### src/rtl/phy_reset_sequencer.sv
// Power-up reset sequencer: holds all PHYs in reset, releases them one at a time,
// then waits for every ready flag, retrying on timeout and latching a fault when out of retries.
module phy_reset_sequencer #(
  parameter int unsigned NUM_PHY        = 4,
  parameter int unsigned CNT_WIDTH      = 16,
  parameter int unsigned HOLD_CYCLES    = 1000,
  parameter int unsigned STAGGER_CYCLES = 200,
  parameter int unsigned READY_TIMEOUT  = 5000,
  parameter int unsigned RETRY_MAX      = 3
) (
  input  logic               clk,
  input  logic               rst_l,
  input  logic               pwr_good,
  input  logic               rst_req,
  input  logic [NUM_PHY-1:0] phy_ready,
  output logic [NUM_PHY-1:0] phy_rst_l,
  output logic               seq_done,
  output logic               seq_fault,
  output logic [2:0]         seq_state
);

  localparam int unsigned IDX_W = (NUM_PHY > 1) ? $clog2(NUM_PHY) : 1;
  localparam logic [CNT_WIDTH-1:0] HOLD_LAST  = CNT_WIDTH'(HOLD_CYCLES - 1);
  localparam logic [CNT_WIDTH-1:0] STAG_LAST  = CNT_WIDTH'(STAGGER_CYCLES - 1);
  localparam logic [CNT_WIDTH-1:0] TO_LAST    = CNT_WIDTH'(READY_TIMEOUT - 1);
  localparam logic [IDX_W-1:0]     LAST_IDX   = IDX_W'(NUM_PHY - 1);
  localparam logic [3:0]           RETRY_LIM  = 4'(RETRY_MAX);

  typedef enum logic [2:0] {
    IDLE     = 3'd0,
    HOLD     = 3'd1,
    STAGGER  = 3'd2,
    WAIT_RDY = 3'd3,
    RUN      = 3'd4,
    FAULT    = 3'd5
  } state_t;

  state_t               state;
  logic [CNT_WIDTH-1:0] cnt;
  logic [IDX_W-1:0]     idx;
  logic [3:0]           retry;

  logic [IDX_W-1:0]     nxt_idx_c;
  logic                 all_ready_c;
  logic                 active_c;

  assign nxt_idx_c   = idx + IDX_W'(1);
  assign all_ready_c = &phy_ready;
  assign active_c    = (state == HOLD) || (state == STAGGER) || (state == WAIT_RDY) ||
                       (state == RUN)  || (state == FAULT);
  assign seq_state   = state;

  // Sequencer: brown-out beats software restart beats the normal flow.
  always_ff @(posedge clk or negedge rst_l) begin
    if (!rst_l) begin
      state     <= IDLE;
      cnt       <= '0;
      idx       <= '0;
      retry     <= '0;
      phy_rst_l <= '0;
      seq_done  <= 1'b0;
      seq_fault <= 1'b0;
    end else if (!pwr_good) begin
      state     <= IDLE;
      cnt       <= '0;
      idx       <= '0;
      retry     <= '0;
      phy_rst_l <= '0;
      seq_done  <= 1'b0;
      seq_fault <= 1'b0;
    end else if (rst_req && active_c) begin
      state     <= HOLD;
      cnt       <= '0;
      idx       <= '0;
      retry     <= '0;
      phy_rst_l <= '0;
      seq_done  <= 1'b0;
      seq_fault <= 1'b0;
    end else begin
      case (state)
        IDLE: begin
          state <= HOLD;
          cnt   <= '0;
        end
        HOLD: begin
          if (cnt == HOLD_LAST) begin
            cnt       <= '0;
            idx       <= '0;
            phy_rst_l <= NUM_PHY'(1);
            state     <= (NUM_PHY == 1) ? WAIT_RDY : STAGGER;
          end else begin
            cnt <= cnt + CNT_WIDTH'(1);
          end
        end
        STAGGER: begin
          if (cnt == STAG_LAST) begin
            cnt       <= '0;
            idx       <= nxt_idx_c;
            phy_rst_l <= phy_rst_l | (NUM_PHY'(1) << nxt_idx_c);
            if (nxt_idx_c == LAST_IDX) state <= WAIT_RDY;
          end else begin
            cnt <= cnt + CNT_WIDTH'(1);
          end
        end
        WAIT_RDY: begin
          // Ready takes precedence over a coincident timeout.
          if (all_ready_c) begin
            state    <= RUN;
            cnt      <= '0;
            seq_done <= 1'b1;
          end else if (cnt == TO_LAST) begin
            cnt       <= '0;
            phy_rst_l <= '0;
            if (retry < RETRY_LIM) begin
              retry <= retry + 4'(1);
              state <= HOLD;
            end else begin
              seq_fault <= 1'b1;
              state     <= FAULT;
            end
          end else begin
            cnt <= cnt + CNT_WIDTH'(1);
          end
        end
        RUN:   ;
        FAULT: ;
        default: begin
          state     <= IDLE;
          cnt       <= '0;
          idx       <= '0;
          phy_rst_l <= '0;
          seq_done  <= 1'b0;
          seq_fault <= 1'b0;
        end
      endcase
    end
  end

endmodule

### config.mk
export PLATFORM = sky130hd
export DESIGN_NAME = phy_reset_sequencer
export DESIGN_NICKNAME = d
export VERILOG_FILES = /design/src/rtl/phy_reset_sequencer.sv
export SDC_FILE = /design/constraint.sdc
export NUM_CORES = 1
export LEC_CHECK = 0
export CORE_MARGIN = 2
export CORE_UTILIZATION = 55
export CTS_BUF_LIST = sky130_fd_sc_hd__clkbuf_4 sky130_fd_sc_hd__clkbuf_8
export DETAILED_ROUTE_END_ITERATION = 8
export DONT_BUFFER_PORTS = 1
export PLACE_DENSITY = 0.7
export SLEW_MARGIN = 20
export SYNTH_ARGS = -nofsm -noshare
export SYNTH_HDL_FRONTEND = slang
export SYNTH_SLANG_ARGS = --single-unit
### constraint.sdc
create_clock -name clk -period 2.8 [get_ports clk]
set_input_delay 0.14 -clock clk [delete_from_list [all_inputs] [get_ports clk]]
set_output_delay 0.14 -clock clk [all_outputs]
set_load 0.1 [all_outputs]
==> results.yml <==
drt:
  drcViolationCount: 0
  wl_per_cell_um: 16.1
  ant_nets: 0
  firstDrtPassIters: 4
  num_vias: 1565
  routed_via_density: 6.09
  drtIter0Drc: 101
  wl_um: 4130
worst_setup_path:
  cp-endpoint: "cnt[2]"
  worst-setup-path-type: "flip-flop to flip-flop"
  r2r_end: "cnt[2]"
  crit_fanout: 18
  endpoint_kind: "flip-flop"
  startpoint_type: "flip-flop"
  r2r_cells: 5
  cp.arrival_ns: 2.62
  r2r_setup_slack_ns: 0.37
  crit_start: "cnt[5]"
  reg2reg_from: "cnt[5]"
  worstPathRequired_ns: 2.99
die:
  initial_core_util_pct: 56.6
  die-area_um2: 3860
  ios: 17
  die_w_um: 62.1
  chipHeight_um: 62.1
  rows: 21
  fp.coreArea_um2: 3280
power_and_ir_drop:
  p_leak_nw: 0.888
  power_w: 0.000913
  cellPowerDensity_nw_per_um2: 439
  peakVddDrop_mv: 0.270
synth:
  synth-seq-cells: 31
  postSynthCellCount: 195
  synth_top_flop_cell: "dfrtp_1"
  yosysUniqueCellTypes: 51
  synth_area_leaders: "dfrtp_1, a21oi_1, ha_1"
  ys_seq_area_share_pct: 41.7
  syn_area_um2: 1860
  synth_top_area_cell: "dfrtp_1"
  synth_warnings: 0
  async_flop_share_pct: 100
  synth-edff-count: 0
  syn_nets: 209
  syn_avg_cell_area_um2: 9.53
  synth_top_area_share_pct: 41.7
timing:
  timing.setup.tns_ns: 0
  worstMarginPinSlew_ns: 0.523
  finalCritPeriodShare_pct: 86.8
  rsz0062_at_grt: "false"
  fmax_mhz: 412
  setup_violations: 0
  hold_viol_final: 0
  holdWs_ns: 0.0425
  finalMaxSlewViolations: 0
  post-route-min-period_ns: 2.43
  skew_ns: 0.00679
  maxSlewHeadroom_pct: 64.9
finish:
  fill_cells: 279
  diodes: 0
  seq_area_um2: 776
  finalNetCount: 224
  final_common_cell: "dfrtp_1"
  fin_area_um2: 2080
  layout_common_cells: "dfrtp_1, nand2_1, a21oi_1"
  drive_above_1_share_pct: 15.6
  multiInputGateArea_um2: 1030
  areaGrowthSynthToFinish_pct: 11.8
clock_network:
  clk_latency_ns: 0.33
  cts_buffer_depth: 2
  root_buffer: "clkbuf_4"
  cts_setup_buffers: 0
  clock_sinks: 31
  cts_buffers: 5
  clk_pin_slew_ns: 0.09
  htreeDepth: 2
  holdBufCountCts: 2
  cts_tree: "built"
  cts_resized: 0
place:
  io_buffers: 0
  place.gp.congestion: 0.879
  dpl.hpwl_um: 2930
  placed_area_um2: 1980
hold_path:
  hold_class: "input pin to flip-flop"
grt:
  grt_pass1_vias: 1547
  grt_overflow: 0
  grt_start_max_net_pins: 32
  grt_antenna_before_repair: 0
  grt_pass1_wl_um: 7170
  grt_usage_pct: 23.2
run_status:
  status: "completed"
flow_run:
  maxCapViolCount: 0
synth_stat cells, types with 5 or more instances:
cell type and count:
dfrtp_1 31, a21oi_1 16, nand2_1 16, nor2_1 15
o21ai_0 9, nand3_1 7, ha_1 6, inv_1 6
nand4_1 6, xnor2_1 6, nor3_1 5, xor2_1 5
cells by family after synthesis:
group           count (synthesis)  synth area share, %
compound gates                 45                 16.7
xor+xnor                       11                 5.18
fa+ha+maj                       6                 4.04
buf+inv                        12                 2.89
flops                          31                 41.7
mux                             5                 2.76
simple gates                   85                 26.7
power by group:
| part | switching [W] | total (W) | internal [W] |
|---|---|---|---|
| logic | 0.000104 | 0.000144 | 0.0000399 |
| clock network | 0.000146 | 0.000304 | 0.000157 |
| registers | 0.0000103 | 0.000465 | 0.000455 |
| total | 0.000261 | 0.000913 | 0.000652 |
state kept, by name (all words and copies together), names as in the netlist:
name and count:
retry 4, idx 2, cnt 16, seq_state 3, seq_done 1, seq_fault 1
phy_rst_l 4
layer usage:
metal	global-route usage (%)	part of all wire, %	routed length, um	vias up
met2	40.4	49	2030	50
met3	5.98	5.9	242	5
li1	-	-	-	750
met1	28.4	44	1810	760
met5	0	0	0	-
met4	7.22	1.1	47	0
worst max-delay path, cell delays in order, from the launching register on:
cell and delay, ns:
dfrtp_1 0.46, or4_1 0.58, nor4_2 0.49, nor3_2 0.17
o21ai_4 0.44, o311ai_0 0.17
worst min-delay path by stage:
stage,startpoint,endpoint,depth (start not counted)
2_1_floorplan,rst_l,cnt[0],0
3_3_place_gp,rst_l,retry[2],0
3_5_place_dp,rst_l,retry[3],0
4_1_cts,rst_req,seq_state[1],2
5_1_grt,rst_req,seq_state[1],2
6_report,rst_req,seq_state[1],2
through the flow:
step / util [%] / std cells / worst slack (ns)
after CTS: 63.3 / 257 / 0.366
after detailed placement: 60.2 / 247 / 0.351
after floorplan: - / 195 / 0.372
after global routing: 63.3 / 257 / 0.225
final: 63.3 / 257 / 0.370
after global placement: 60.2 / 247 / 0.480
layout make-up:
type,instances,share of cell area [%]
Tap cell,46,2.77
Timing Repair Buffer,14,5.78
Clock buffer,8,3.49
Inverter,6,1.08
Sequential cell,31,37.3
Multi-Input combinational cell,152,49.5
Note: power is estimated with default switching activity, not from simulation.
